$ cat config.mk
export PLATFORM = sky130hd
export DESIGN_NAME = div_seq
export DESIGN_NICKNAME = d
export VERILOG_FILES = /design/src/rtl/div_seq.sv
export SDC_FILE = /design/constraint.sdc
export NUM_CORES = 1
export LEC_CHECK = 0
export ABC_AREA = 1
export CORE_MARGIN = 2
export CORE_UTILIZATION = 40
export DETAILED_ROUTE_END_ITERATION = 10
export PLACE_DENSITY = 0.67
export REMOVE_ABC_BUFFERS = 1
export SYNTH_ARGS = -nofsm -noshare
export SYNTH_HDL_FRONTEND = slang
export SYNTH_SLANG_ARGS = --single-unit
$ cat constraint.sdc
create_clock -name clk -period 9.4 [get_ports clk]
set_input_delay 2.82 -clock clk [delete_from_list [all_inputs] [get_ports clk]]
set_output_delay 2.82 -clock clk [all_outputs]
set_load 0.01 [all_outputs]
$ cat src/rtl/div_seq.sv
// Multi-cycle radix-2 restoring DIV/DIVU sequencer; result_o = {remainder, quotient}.
// Optional macro DIV_EARLY_EXIT_EN: finish at once when |dividend| < |divisor|.
module div_seq #(
  parameter int unsigned DATA_W = 32
) (
  input  logic                  clk,
  input  logic                  rst,
  input  logic                  start_i,
  input  logic                  annul_i,
  input  logic                  signed_i,
  input  logic [DATA_W-1:0]     opdata1_i,
  input  logic [DATA_W-1:0]     opdata2_i,
  output logic [2*DATA_W-1:0]   result_o,
  output logic                  ready_o,
  output logic                  stall_o,
  output logic                  busy_o
);

  localparam int unsigned CntW = $clog2(DATA_W) + 1;

  typedef enum logic [1:0] {StIdle, StDivZero, StRun, StDone} state_e;

  state_e                state_q, state_d;
  logic [CntW-1:0]       cnt_q, cnt_d;
  logic [DATA_W-1:0]     rem_q, rem_d;
  logic [DATA_W-1:0]     dvd_q, dvd_d;
  logic [DATA_W-1:0]     dsr_q, dsr_d;
  logic                  q_neg_q, q_neg_d;
  logic                  r_neg_q, r_neg_d;
  logic [2*DATA_W-1:0]   result_q, result_d;

  logic                  neg1, neg2;
  logic [DATA_W-1:0]     mag1, mag2;
  logic [DATA_W:0]       shifted, diff;
  logic                  qbit;
  logic [DATA_W-1:0]     rem_step, dvd_step, q_fix, r_fix;

  assign neg1 = signed_i & opdata1_i[DATA_W-1];
  assign neg2 = signed_i & opdata2_i[DATA_W-1];
  assign mag1 = neg1 ? -opdata1_i : opdata1_i;
  assign mag2 = neg2 ? -opdata2_i : opdata2_i;

  // No borrow out of the (DATA_W+1)-bit subtraction means shifted >= divisor.
  assign shifted  = {rem_q, dvd_q[DATA_W-1]};
  assign diff     = shifted - {1'b0, dsr_q};
  assign qbit     = ~diff[DATA_W];
  assign rem_step = qbit ? diff[DATA_W-1:0] : shifted[DATA_W-1:0];
  assign dvd_step = {dvd_q[DATA_W-2:0], qbit};
  assign q_fix    = q_neg_q ? -dvd_step : dvd_step;
  assign r_fix    = r_neg_q ? -rem_step : rem_step;

  always_comb begin
    state_d  = state_q;
    cnt_d    = cnt_q;
    rem_d    = rem_q;
    dvd_d    = dvd_q;
    dsr_d    = dsr_q;
    q_neg_d  = q_neg_q;
    r_neg_d  = r_neg_q;
    result_d = result_q;
    unique case (state_q)
      StIdle: begin
        if (start_i && !annul_i) begin
          rem_d   = '0;
          dvd_d   = mag1;
          dsr_d   = mag2;
          q_neg_d = neg1 ^ neg2;
          r_neg_d = neg1;
          cnt_d   = '0;
          if (mag2 == '0) begin
            state_d = StDivZero;
`ifdef DIV_EARLY_EXIT_EN
          end else if (mag1 < mag2) begin
            state_d  = StDone;
            result_d = {opdata1_i, {DATA_W{1'b0}}};
`endif
          end else begin
            state_d = StRun;
          end
        end
      end
      StDivZero: begin
        // Divide by zero is unpredictable architecturally; report zero.
        state_d  = annul_i ? StIdle : StDone;
        result_d = '0;
      end
      StRun: begin
        if (annul_i) begin
          state_d  = StIdle;
          result_d = '0;
        end else begin
          rem_d = rem_step;
          dvd_d = dvd_step;
          cnt_d = cnt_q + 1'b1;
          if (cnt_q == CntW'(DATA_W - 1)) begin
            state_d  = StDone;
            result_d = {r_fix, q_fix};
          end
        end
      end
      StDone: begin
        // Hold the result while EX keeps start_i high for an unrelated stall.
        if (annul_i || !start_i) begin
          state_d  = StIdle;
          result_d = '0;
        end
      end
      default: begin
        state_d  = StIdle;
        result_d = '0;
      end
    endcase
  end

  always_ff @(posedge clk) begin
    if (rst) begin
      state_q  <= StIdle;
      cnt_q    <= '0;
      rem_q    <= '0;
      dvd_q    <= '0;
      dsr_q    <= '0;
      q_neg_q  <= 1'b0;
      r_neg_q  <= 1'b0;
      result_q <= '0;
    end else begin
      state_q  <= state_d;
      cnt_q    <= cnt_d;
      rem_q    <= rem_d;
      dvd_q    <= dvd_d;
      dsr_q    <= dsr_d;
      q_neg_q  <= q_neg_d;
      r_neg_q  <= r_neg_d;
      result_q <= result_d;
    end
  end

  assign result_o = result_q;
  assign ready_o  = (state_q == StDone);
  assign busy_o   = (state_q != StIdle);
  assign stall_o  = start_i & ~ready_o;

endmodule

==> results.cfg <==
[sta]
finalSetupTns_ns = 0
hold_violations = 0
relSlewSlack_pct = 24.0
final-setup-viol-count = 0
tightestPinTransition_ns = 1.14
fin_crit_sh_pct = 72.9
whs_ns = 0.463
timing.fmax_mhz = 146
rsz0062_at_grt = false
slew_violations = 0
fin_skew_ns = 0.0116
period_needed_ns = 6.86

[synth]
synth_area_per_cell_sq_um = 5.95
async_flop_share_pct = 0
ys_warn_count = 0
synth-edff-count = 0
syn_area_sq_um = 12900
synthDistinctLibCells = 54
syn_inst = 2164
synthFlopType = dfxtp_1
ys_ff_latch = 170
synth.yosys.seq_area_share_pct = 26.4

[finish]
multi_input_area_sq_um = 7910
nFillCells = 3295
antenna_cells = 0
layout_commonest_cell = nand2_1
final-instance-count-excl-fill = 2664
mostFrequentLayoutCells = 635 x nand2_1, 326 x inv_1, 215 x a21oi_1
area_growth_pct = 16.9
nNetsFinal = 2359
layout-drive-gt1-share_pct = 4.73
seqCellArea_sq_um = 3400

[clocking]
clockBufferDepth = 2
clk_pin_slew_ns = 0.07
htree_levels = 4
cts_root_buffer = clkbuf_16
cts-buffers-inserted = 17
hold_buffers = 0
cts.sinks = 170
clk_latency_ns = 0.45
cts_setup_buffers = 0
post_cts_resized = 0
cts_tree = done

[min_path]
hold_path_depth = 2
hold_path.class = reg -> reg
hp-start = result_o[19]
hold_end = result_o[19]

[setup_path]
end_kind = output port
r2r_setup_slack_ns = 4.16
r2r_end = result_o[30]
crit_type = in -> out
critPathLaunchType = primary input
crit_path_start = start_i
cp_data_arrival_time_ns = 4.04
r2r_start = rem_q[18]
crit_fanout = 3
crit_required_ns = 6.58
ff2ff_path_depth = 22

[floorplanning]
die_h_microns = 183
die_x_microns = 183
dieArea_sq_um = 33700
start_util_pct = 40.7
io_pins = 136
rows = 65
core_sq_um = 31600

[global_routing]
grt_pass1_vias = 12059
gr-usage-met3_pct = 3.03
grt_max_degree = 103
antenna_found_initial = 0
grt-ovfl-total = 0
grt_pass1_wl_microns = 61100
grt-busiest-layer = met2
gr-usage-met2_pct = 34.7
grt_use_total_pct = 22.4
gr-usage-met1_pct = 32.9

[pwr]
comb_power_share_pct = 55.2
p_leak_uw = 0.00733
irDropWorstVdd_uv = 167
sw_frac_of_total_pct = 49.4
p_int_uw = 1800
power_density_nw_per_um2 = 236
clockPowerShare_pct = 19.9
p_total_uw = 3550
p_seq_share_pct = 24.9
power.switching_uw = 1750

[placed_design]
place_inst = 2632
dp_hpwl_microns = 29000
portBuffers = 135
place_congestion = 0.904

[detailed_routing]
drt_iter0_drc = 1151
routed-via-count = 13448
avgRoutedWirePerCell_microns = 14.2
dr.pass1.iters = 6
drc = 0
vias_per_cell = 5.05
drtAntennaViolNets = 0
routed_wl_microns = 37700

[outcome]
status = complete, no violations

[flow_run]
drv_cap = 0
worst max-delay path, cell delays in order:
cell,delay [ns]
clkdlybuf4s50_1,0.53
inv_1,0.07
nor2_1,0.09
clkdlybuf4s50_1,0.54
sequential cells by signal, indices dropped and copies added, names as in the netlist:
register  count
dsr_q        32
cnt_q         6
r_neg_q       1
rem_q        32
result_o     64
dvd_q        32
state_q       2
q_neg_q       1
power by group through the flow:
stage / registers, uW / logic, uW / clock network [uW]
after detailed placement: 899 / 1930 / 0
final: 885 / 1960 / 706
after floorplan: 884 / 1390 / 0
after global routing: 896 / 2210 / 742
after CTS: 883 / 1940 / 715
after global placement: 896 / 1910 / 0
worst max-delay path by stage:
stage                     slack [ns]  endpoint
final                           2.54   stall_o
after global routing            2.49   stall_o
after CTS                       2.52   stall_o
after detailed placement        2.52   stall_o
after global placement          2.54   stall_o
after floorplan                 1.59  cnt_q[5]
synth_stat cells (3+ instances only):
| library cell | count | area share [%] |
|---|---|---|
| inv_2 | 7 | 0.20 |
| nor4_1 | 10 | 0.49 |
| nand3b_1 | 10 | 0.58 |
| a21oi_1 | 216 | 8.4 |
| nand2_2 | 20 | 0.97 |
| nand4_1 | 29 | 1.4 |
| and2_1 | 3 | 0.15 |
| or2_2 | 9 | 0.44 |
| inv_1 | 326 | 9.5 |
| o21ai_2 | 5 | 0.34 |
| o21ai_1 | 3 | 0.12 |
| nand2_4 | 5 | 0.44 |
| xor2_1 | 62 | 4.2 |
| buf_6 | 3 | 0.26 |
| a221oi_1 | 3 | 0.20 |
| nand3_1 | 125 | 4.9 |
| o21bai_1 | 7 | 0.41 |
| o21ai_0 | 143 | 5.6 |
| clkbuf_1 | 60 | 1.7 |
| o211ai_1 | 8 | 0.47 |
| buf_4 | 3 | 0.17 |
| xnor2_1 | 19 | 1.3 |
| dfxtp_1 | 170 | 26 |
| nand2_1 | 635 | 19 |
| nor2_1 | 171 | 5.0 |
| ha_1 | 40 | 3.9 |
| nor3_1 | 24 | 0.93 |
| nor2_2 | 6 | 0.29 |
| buf_1 | 9 | 0.26 |
logic make-up (layout without fill, tap and decap cells):
kind of cell	after synthesis	count (layout)	share of synthesized area, %
buffers and inverters	411	509	12.3
adders and majority gates	41	41	4.04
and+or+nand+nor	1058	1058	35.0
xor gates and xnor gates	81	81	5.51
AOI/OAI and AO/OA	403	403	16.7
DFF	170	170	26.4
final cells by class:
class	count	share of cell area (%)
multi-input cells	1583	52.5
clock inverters	11	0.740
flip-flops and latches	170	22.6
clock buffers	21	3.06
repair buffers	144	9.41
inverters	333	8.30
well taps	402	3.34
layer usage:
metal / vias up / routed length (microns)
met5: - / 0
met4: 0 / 457
met3: 29 / 2310
met2: 396 / 16300
met1: 5985 / 18600
li1: 7038 / -
stage by stage:
step / util, % / worst slack [ns] / cell area, sq um
2_1_floorplan: - / 1.59 / 12500
5_1_grt: 47.6 / 2.49 / 15100
4_1_cts: 47.6 / 2.52 / 15100
3_3_place_gp: 45.8 / 2.54 / 14500
3_5_place_dp: 45.8 / 2.52 / 14500
6_report: 47.6 / 2.54 / 15100
No activity file was read; power rests on OpenSTA's default activity.
